===== config.mk =====
export PLATFORM = sky130hd
export DESIGN_NAME = seq_calc_unit
export DESIGN_NICKNAME = d
export VERILOG_FILES = /design/src/rtl/seq_calc_unit.sv
export SDC_FILE = /design/constraint.sdc
export NUM_CORES = 1
export LEC_CHECK = 0
export ABC_AREA = 1
export CAP_MARGIN = 25
export CORE_MARGIN = 5
export CORE_UTILIZATION = 65
export DETAILED_ROUTE_END_ITERATION = 8
export PLACE_DENSITY_LB_ADDON = 0.1
export SLEW_MARGIN = 30
export SYNTH_ARGS = -nofsm -noshare
export SYNTH_HDL_FRONTEND = slang
export SYNTH_SLANG_ARGS = --single-unit
export TNS_END_PERCENT = 20

===== constraint.sdc =====
create_clock -name clk -period 4 [get_ports clk]
set_clock_uncertainty 0.2 [all_clocks]
set_input_delay 0.4 -clock clk [delete_from_list [all_inputs] [get_ports clk]]
set_output_delay 0.4 -clock clk [all_outputs]
set_load 0.02 [all_outputs]

===== src/rtl/seq_calc_unit.sv =====
// Handshaked four-function arithmetic unit: add/sub finish in one cycle,
// mul (shift-add, LSB first) and div (restoring, MSB first) iterate WIDTH cycles.
module seq_calc_unit #(
  parameter int WIDTH = 16
) (
  input  logic               clk,
  input  logic               rst_n,
  input  logic               in_valid,
  output logic               in_ready,
  input  logic [1:0]         op,
  input  logic [WIDTH-1:0]   a,
  input  logic [WIDTH-1:0]   b,
  output logic               out_valid,
  input  logic               out_ready,
  output logic [2*WIDTH-1:0] result,
  output logic               carry,
  output logic               dbz
);

  localparam int CNT_W = $clog2(WIDTH + 1);

  // Handshake: a request transfers on a rising edge where in_valid && in_ready;
  // a result transfers on a rising edge where out_valid && out_ready. Neither
  // ready depends combinationally on the matching valid.
  typedef enum logic [1:0] {
    S_IDLE = 2'd0,
    S_MUL  = 2'd1,
    S_DIV  = 2'd2,
    S_DONE = 2'd3
  } state_t;

  state_t           state;
  logic [CNT_W-1:0] cnt;
  logic [WIDTH-1:0] opnd_q;  // multiplicand for mul, divisor for div
  logic [WIDTH-1:0] hi_q;    // partial product high half / partial remainder
  logic [WIDTH-1:0] lo_q;    // multiplier being shifted out / quotient shifting in

  logic [WIDTH:0]   add_sum;
  logic [WIDTH:0]   sub_diff;
  logic [WIDTH:0]   mul_acc;
  logic [WIDTH-1:0] mul_hi_nxt;
  logic [WIDTH-1:0] mul_lo_nxt;
  logic [WIDTH:0]   div_shift;
  logic [WIDTH:0]   div_trial;
  logic             div_ok;
  logic [WIDTH-1:0] div_hi_nxt;
  logic [WIDTH-1:0] div_lo_nxt;
  logic             last_iter;

  assign in_ready  = (state == S_IDLE);
  assign out_valid = (state == S_DONE);

  assign add_sum  = {1'b0, a} + {1'b0, b};
  assign sub_diff = {1'b0, a} - {1'b0, b};

  // Shift-add step: conditionally add the multiplicand, then shift the
  // {carry, hi, lo} chain right so the next multiplier bit reaches lo_q[0].
  assign mul_acc    = {1'b0, hi_q} + (lo_q[0] ? {1'b0, opnd_q} : {(WIDTH+1){1'b0}});
  assign mul_hi_nxt = mul_acc[WIDTH:1];
  assign mul_lo_nxt = {mul_acc[0], lo_q[WIDTH-1:1]};

  // Restoring step: the remainder is always below the divisor, so the shifted
  // value fits WIDTH+1 bits and the trial's top bit is the borrow.
  assign div_shift  = {hi_q, lo_q[WIDTH-1]};
  assign div_trial  = div_shift - {1'b0, opnd_q};
  assign div_ok     = ~div_trial[WIDTH];
  assign div_hi_nxt = div_ok ? div_trial[WIDTH-1:0] : div_shift[WIDTH-1:0];
  assign div_lo_nxt = {lo_q[WIDTH-2:0], div_ok};

  assign last_iter = (cnt == CNT_W'(WIDTH - 1));

  always_ff @(posedge clk or negedge rst_n) begin
    if (!rst_n) begin
      state  <= S_IDLE;
      cnt    <= '0;
      opnd_q <= '0;
      hi_q   <= '0;
      lo_q   <= '0;
      result <= '0;
      carry  <= 1'b0;
      dbz    <= 1'b0;
    end else begin
      case (state)
        S_IDLE: begin
          if (in_valid) begin
            dbz <= 1'b0;
            case (op)
              2'd0: begin
                result <= {{(WIDTH-1){1'b0}}, add_sum};
                carry  <= add_sum[WIDTH];
                state  <= S_DONE;
              end
              2'd1: begin
                result <= {{WIDTH{sub_diff[WIDTH]}}, sub_diff[WIDTH-1:0]};
                carry  <= sub_diff[WIDTH];
                state  <= S_DONE;
              end
              2'd2: begin
                carry  <= 1'b0;
                opnd_q <= a;
                hi_q   <= '0;
                lo_q   <= b;
                cnt    <= '0;
                state  <= S_MUL;
              end
              default: begin
                carry <= 1'b0;
                if (b == '0) begin
                  result <= {a, {WIDTH{1'b1}}};
                  dbz    <= 1'b1;
                  state  <= S_DONE;
                end else begin
                  opnd_q <= b;
                  hi_q   <= '0;
                  lo_q   <= a;
                  cnt    <= '0;
                  state  <= S_DIV;
                end
              end
            endcase
          end
        end
        S_MUL: begin
          hi_q <= mul_hi_nxt;
          lo_q <= mul_lo_nxt;
          cnt  <= cnt + 1'b1;
          if (last_iter) begin
            result <= {mul_hi_nxt, mul_lo_nxt};
            state  <= S_DONE;
          end
        end
        S_DIV: begin
          hi_q <= div_hi_nxt;
          lo_q <= div_lo_nxt;
          cnt  <= cnt + 1'b1;
          if (last_iter) begin
            result <= {div_hi_nxt, div_lo_nxt};
            state  <= S_DONE;
          end
        end
        S_DONE: begin
          if (out_ready) state <= S_IDLE;
        end
        default: state <= S_IDLE;
      endcase
    end
  end

endmodule

==> metrics.md, run 1 <==
| Metric | Value |
|---|---|
| Vias in the first global route | `9,438` |
| Cell Pwr Density | `roughly 800 mW/mm²` |
| Slowest stage delay, CP | `660 ps` |
| Synth Area in Compound Gates | `0.185` |
| Post-route antenna net violation count | `0` |
| Max cap viols | `0` |
| Slew @ Worst Pin | `approximately 850 ps` |
| Slew headroom | `0.430` |
| PostCTS Resize Cnt | `0` |
| CTS H-Tree Depth | `3` |
| Fin crit share | `0.797` |
| First-pass GRT wire length | `48,800 µm` |
| Die X-Extent | `128 µm` |
| Synth cell types | `between 40 and 50` |
| Data arrival time of the worst path | `between 3000 and 4000 ps` |
| Buf+Inv Stages, Crit Path | `4` |
| Area of the multi-input gates | `0.00570 mm²` |
| Initial DRC Count | `1,204` |
| # fillers | `~1,200` |
| Crit path launch type | `register` |
| Top Family by Delay on Critical Path | `buffers and inverters` |
| Slew Limit Fails | `0` |
| HPWL after DPL | `23,200 µm` |
| Main combinational cell family by area after synthesis | `simple AND/OR/NAND/NOR gates` |
| Root buffer cell | `clkbuf_16` |
| GRT busiest layer | `met2` |
| Setup violators final | `0` |
| Synth top cells by count | `364 x nand2_1, 203 x inv_1, 135 x nor2_1, 125 x nand3_1, 116 x o21ai_0` |
| Number of I/O port buffers | `73` |
| Post-synth EDFFs | `0` |
| Mux share of post-synthesis cell area | `0.00112` |
| Final core area utilization | `0.739` |
| Global Route met3 Usage | `0.0594` |
| WS Path Type | `reg2reg` |
| Worst path required time | `4070 ps` |
| Clock power share | `0.115` |
| Gpl congestion | `between 1 and 1.5` |
| Post-route setup TNS | `0 ps` |
| Via count | `9,992` |
| Post-synthesis xor/xnor area fraction | `0.0107` |
| Largest net degree at the start of global routing | `68` |
| Status | `finished, final reports clean` |
| Slowest CP cell | `inv_2` |
| Fmax | `0.314 GHz` |
| Area growth syn-to-layout | `13.0%` |
| Sequential power share | `0.201` |
| Total global-route track usage | `0.377` |
| FF/Latch Area | `0.00223 mm²` |
| Clock Path Buffers | `2` |
| CTS tree | `done` |
| Sequential area share after synthesis | `0.248` |
| Synth Register Bits | `89` |
| Ys async rst share | `1.00` |
| Clock Latency Late Sink | `~350 ps` |
| Synth top area cells | `dfrtp_1 25%, nand2_1 15%, ha_1 9.9%, inv_1 8.5%, nand3_1 7.0%` |
| Core ar. | `approximately 0.014 mm²` |
| Most frequent cell after synthesis | `nand2_1` |
| Switching part of the total | `0.544` |
| WL final | `~30,000 µm` |
| Final Hold Viols | `0` |
| Mapped Avg Cell Area | `around 6.3 µm²` |
| Peak VDD IR | `between 0.5 and 0.6 mV` |
| Crit. path cell count | `9` |
| Total gr overflow | `0` |
| DR pass1 iterations | `6` |
| Cell area after synthesis | `0.00897 mm²` |
| Combinational power share | `0.684` |
| Layout cells sized above 1 | `0.0564` |
| # IOs | `74` |
| Hold Path Class | `reg2reg` |
| Crit-path max FO | `39` |
| Syn nets | `1,533` |
| Initial antenna violation count | `0` |
| Die height | `128 µm` |
| Die area | `0.0163 mm²` |
| Met2 GRT Util | `0.610` |
| Initial Utilization | `0.654` |
| Worst hold slack | `slightly below 300 ps` |
| Global routing met1 resource utilization | `0.480` |
| Worst-case reg-to-reg path depth | `9` |
| Hold Path Depth | `2` |
| Post-synth top area cell | `dfrtp_1` |
| Post-Synth Adder-Cell Area | `0.108` |
| TritonCTS buffer count | `9` |
| Site Rows | `43` |
| Simple logic cell fraction of the synthesized area | `0.330` |
| Leak pwr | `about 0.0052 µW` |
| Synth warnings | `0` |
| Top FF cell, synth | `dfrtp_1` |
| RSZ-0062 raised after global routing | `no` |
| Crit end category | `register` |
| Nets | `approximately 1,600` |
| DRC Markers | `0` |
| Sink Count | `89` |
| Post-Syn Instances | `1,420` |
| Clock-pin slew on the worst setup and hold paths | `around 80 ps` |
| Drt wl/cell | `18.4 µm` |
| Diode count | `0` |
| Crit path time final | `3190 ps` |
| CP cell instances | `inv_1 > ha_1 > buf_4 > inv_1 > a21oi_1 > nand3b_4 > inv_2 > nor2_1 > a21oi_1` |
| Synth top area share | `0.248` |
| NetSw | `4540 µW` |
| Vias per cell | `6.05` |
| Internal power | `approximately 3800 µW` |
-- path summary, 6_finish.rpt --
check | start | endpoint | slack [ps]
worst max-delay path | state[0]$_DFFE_PN0P_ | result[25]$_DFFE_PN0P_ | 810
worst min-delay path | result[1]$_DFFE_PN0P_ | result[1]$_DFFE_PN0P_ | 290
worst max register to register | state[0]$_DFFE_PN0P_ | result[25]$_DFFE_PN0P_ | 810
worst min register to register | result[1]$_DFFE_PN0P_ | result[1]$_DFFE_PN0P_ | 290
max in group asynchronous | rst_n | opnd_q[15]$_DFFE_PN0P_ | 2410
min in group asynchronous | rst_n | result[3]$_DFFE_PN0P_ | 390
-- registers in the layout, summed over array words and instances (netlist names) --
| signal | cells |
|---|---|
| result | 32 |
| hi_q | 16 |
| lo_q | 16 |
| opnd_q | 16 |
| cnt | 5 |
| state | 2 |
| carry | 1 |
| dbz | 1 |
-- metrics by stage --
step	power [µW]	instance area (µm²)	setup WS [ps]	cells
2_1_floorplan	5600	8970	1390	1420
3_3_place_gp	7070	9790	773	1635
3_5_place_dp	7200	9790	712	1635
4_1_cts	8220	10100	910	1652
5_1_grt	9000	10100	629	1652
6_report	8350	10100	811	1652
-- metal layers --
metal / vias to the layer above / routed length (µm)
met5: - / 0
met4: 0 / 2070
met3: 142 / 2750
met2: 602 / 13900
met1: 4544 / 11600
li1: 4704 / -
-- cells by family after synthesis --
logic type      Yosys count
fa+ha+maj                75
mux                       1
xor+xnor                 11
flops                    89
simple gates            685
compound gates          294
buf+inv                 265
-- power by group through the flow --
| stage | Combinational, µW | Sequential, µW | Clock, µW |
|---|---|---|---|
| 2_1_floorplan | 3840 | 1760 | 0 |
| 3_3_place_gp | 5390 | 1670 | 0 |
| 3_5_place_dp | 5520 | 1670 | 0 |
| 4_1_cts | 5590 | 1670 | 958 |
| 5_1_grt | 6290 | 1720 | 999 |
| 6_report | 5710 | 1680 | 959 |
-- cell type report --
type                    count  share of cell area
inverters                 212              0.0785
multi-input cells        1066               0.562
well taps                 180              0.0222
clock buffers               9              0.0222
repair buffers             89              0.0843
flip-flops and latches     89               0.220
clock inverters             7              0.0109
-- tightest hold or removal path, cell delays in order (launching register included) --
cell,delay (ps)
dfrtp_1,350
nand2_1,60
nand2_1,60
-- cell usage in the layout, fill, tap and decap left out, types with 9 or more instances in the layout --
cell               n
nand2_1          364
inv_1            203
nor2_1           134
nand3_1          125
o21ai_0          116
a21oi_1           96
dfrtp_1           89
clkdlybuf4s50_1   72
ha_1              70
o211ai_1          17
o22ai_1           16
buf_4             15
nand3b_1          12
nor3_1            10
nand2_2           10
nand4_1            9
clkbuf_16          9
-- what timing repair did --
action	4_1_cts	5_1_grt
setup buffers	0	0
hold buffers	1	0
endpoints found under the setup margin	0	0
hold endpoints to repair	23	0
No activity file was read; power rests on OpenSTA's default activity.
==> run 2: changes to the inputs <==
- CORE_UTILIZATION: 65 -> 60
- clock period: 4 -> 3 ns (I/O delays scaled with it)
==> metrics.md, run 2 (synthesis results as in run 1) <==
| Metric | Value |
|---|---|
| Largest reg by FF count | `result` |
| Postcts setup bufs | `0 (unchanged)` |
| Status | `finished, final reports clean` |
| CP cell instances | `inv_1 > ha_1 > inv_1 > fa_1 > nand2_1 > nand2_1 > nand3_2 > nand2_2 > nand2_4 > nand2_4 > nand2_4 > nand2_8 > nand2_1 > nand3_1 > nand2_1 > nand2_1 > o21ai_0` |
| Site Rows | `44 (+2.3%)` |
| Nets | `1,642 (+3.9%)` |
| Data arrival time of the worst path | `2940 ps (-320 ps)` |
| CTS H-Tree Depth | `3 (unchanged)` |
| Clock-pin slew on the worst setup and hold paths | `70 ps (about the same)` |
| Peak VDD IR | `0.913 mV (+73%)` |
| Worst path most repeated cell | `nand2_1` |
| Die X-Extent | `132 µm (+3.8%)` |
| Slowest CP cell | `fa_1` |
| Slew @ Worst Pin | `954 ps (+101 ps)` |
| Crit end category | `register` |
| Cell Pwr Density | `1090 mW/mm² (+32%)` |
| Via count | `10,400 (+4.4%)` |
| Initial antenna violation count | `0 (unchanged)` |
| Drt wl/cell | `19.0 µm (+3.7%)` |
| Reg-to-reg slack, setup | `130 ps (-680 ps)` |
| HPWL after DPL | `25,600 µm (+10%)` |
| Final core area utilization | `0.730 (-0.00914)` |
| DR pass1 iterations | `6 (unchanged)` |
| Total global-route track usage | `0.362 (-0.0149)` |
| Post-route antenna net violation count | `0 (unchanged)` |
| CTS tree | `done` |
| FF-to-FF End | `hi_q[10]$_DFFE_PN0P_` |
| WL final | `32,700 µm (+7.8%)` |
| Post-route setup TNS | `0 ps (unchanged)` |
| Vias in the first global route | `9,989 (+5.8%)` |
| Slowest stage delay, CP | `410 ps (-250 ps)` |
| RSZ-0062 raised after global routing | `no` |
| Max cap viols | `0 (unchanged)` |
| Clock Latency Late Sink | `360 ps (about the same)` |
| Die height | `132 µm (+3.8%)` |
| Worst Hold Launch | `result[1]$_DFFE_PN0P_` |
| Max reg flops | `32 (unchanged)` |
| Most frequent cells in the layout | `364 x nand2_1, 202 x inv_1, 134 x nor2_1` |
| Crit-path max FO | `14 (-64%)` |
| Crit path time final | `2870 ps (-323 ps)` |
| Worst path required time | `3070 ps (-1000 ps)` |
| Gpl congestion | `1.02 (about the same)` |
| Initial DRC Count | `1,156 (-4.0%)` |
| Area growth syn-to-layout | `18.6%` |
| Largest net degree at the start of global routing | `69 (+1.5%)` |
| Reg-to-reg startpoint | `lo_q[15]$_DFFE_PN0P_` |
| Crit path launch type | `register` |
| Clock Path Buffers | `2 (unchanged)` |
| Die area | `0.0175 mm² (+7.7%)` |
| Top Family by Delay on Critical Path | `simple AND/OR/NAND/NOR gates` |
| # IOs | `74 (unchanged)` |
| Diode count | `0 (unchanged)` |
| Slew headroom | `0.363 (-0.0674)` |
| Final Hold Viols | `0 (unchanged)` |
| Buf+Inv Stages, Crit Path | `2 (-2)` |
| Total gr overflow | `0 (unchanged)` |
| Hold Path Class | `reg2reg` |
| Sink Count | `89 (unchanged)` |
| Slew Limit Fails | `0 (unchanged)` |
| Root buffer cell | `clkbuf_16` |
| Number of I/O port buffers | `73 (unchanged)` |
| Fmax | `0.349 GHz (+11%)` |
| Setup violators final | `0 (unchanged)` |
| WS Path Type | `reg2reg` |
| Commonest non-fill, non-tap cell in the layout | `nand2_1` |
| First-pass GRT wire length | `51,200 µm (+5.0%)` |
| Leak pwr | `0.00552 µW (+6.0%)` |
| Worst-case reg-to-reg path depth | `17 (+8)` |
| TritonCTS buffer count | `9 (unchanged)` |
| Hold Path Depth | `2 (unchanged)` |
| Fin crit share | `0.955 (+0.158)` |
| Vias per cell | `6.07 (+0.37%)` |
| Hold EP | `result[1]$_DFFE_PN0P_` |
| Initial Utilization | `0.615 (-0.0390)` |
| Layout cells sized above 1 | `0.0952 (+0.0388)` |
| Core ar. | `0.0146 mm² (+6.3%)` |
| DRC Markers | `0 (unchanged)` |
## run 2: area by class of cell
cell class | count | area, µm²
Clock buffer | 10 | 229
Sequential cell | 89 | 2230
Inverter | 212 | 796
Timing Repair Buffer | 151 | 1380
Tap cell | 184 | 230
Multi-Input combinational cell | 1066 | 5710
Clock inverter | 6 | 72.6
Fill cell | 1169 | 3940
## run 2: per-layer routing
layer  track usage  part of all wire  vias to the layer above
met5             0                 0                        -
met4         0.235             0.078                        0
met3        0.0473             0.089                      190
met2         0.604              0.47                      671
met1         0.437              0.37                     4735
li1              -                 -                     4834
## run 2: where the power goes
| part | total (µW) | switching (µW) | internal (µW) |
|---|---|---|---|
| sequential | 2230 | 449 | 1780 |
| clock | 1190 | 534 | 661 |
| combinational | 8130 | 5260 | 2870 |
## run 2: worst max path at each step
stage | startpoint | to | slack, ps | cells after the start
after floorplan | lo_q[0]$_DFFE_PN0P_ | hi_q[9]$_DFFE_PN0P_ | 390 | 16
after global placement | a[0] | result[14]$_DFFE_PN0P_ | 50 | 13
after detailed placement | a[0] | result[16]$_DFFE_PN0P_ | 10 | 15
after CTS | lo_q[15]$_DFFE_PN0P_ | hi_q[11]$_DFFE_PN0P_ | 120 | 16
after global routing | lo_q[15]$_DFFE_PN0P_ | hi_q[11]$_DFFE_PN0P_ | 20 | 16
final | lo_q[15]$_DFFE_PN0P_ | hi_q[10]$_DFFE_PN0P_ | 130 | 17
## run 2: worst register-to-register path, stage by stage, from the launching register on
cell and delay, ps:
dfrtp_1 360, inv_1 90, ha_1 200, inv_1 100, fa_1 410, nand2_1 90
nand2_1 100, nand3_2 120, nand2_2 80, nand2_4 100, nand2_4 60, nand2_4 130
nand2_8 110, nand2_1 130, nand3_1 130, nand2_1 110, nand2_1 100, o21ai_0 170
## run 2: through the flow
stage / std cells / worst slack [ps] / instance area (µm²) / power [µW] / hold slack [ps]
2_1_floorplan: 1420 / 393 / 8970 / 7470 / -196
6_report: 1718 / 134 / 10600 / 11600 / 301
3_5_place_dp: 1701 / 10.8 / 10300 / 10100 / 266
3_3_place_gp: 1701 / 49.3 / 10300 / 9910 / 267
4_1_cts: 1718 / 117 / 10600 / 11300 / 304
5_1_grt: 1718 / 18.8 / 10600 / 12400 / 342
## run 2: repair_timing
action                                  4_1_cts  5_1_grt
gates resized for setup                       0        6
hold endpoints to repair                     67        0
endpoints found under the setup margin        0        9
hold buffers                                  1        0
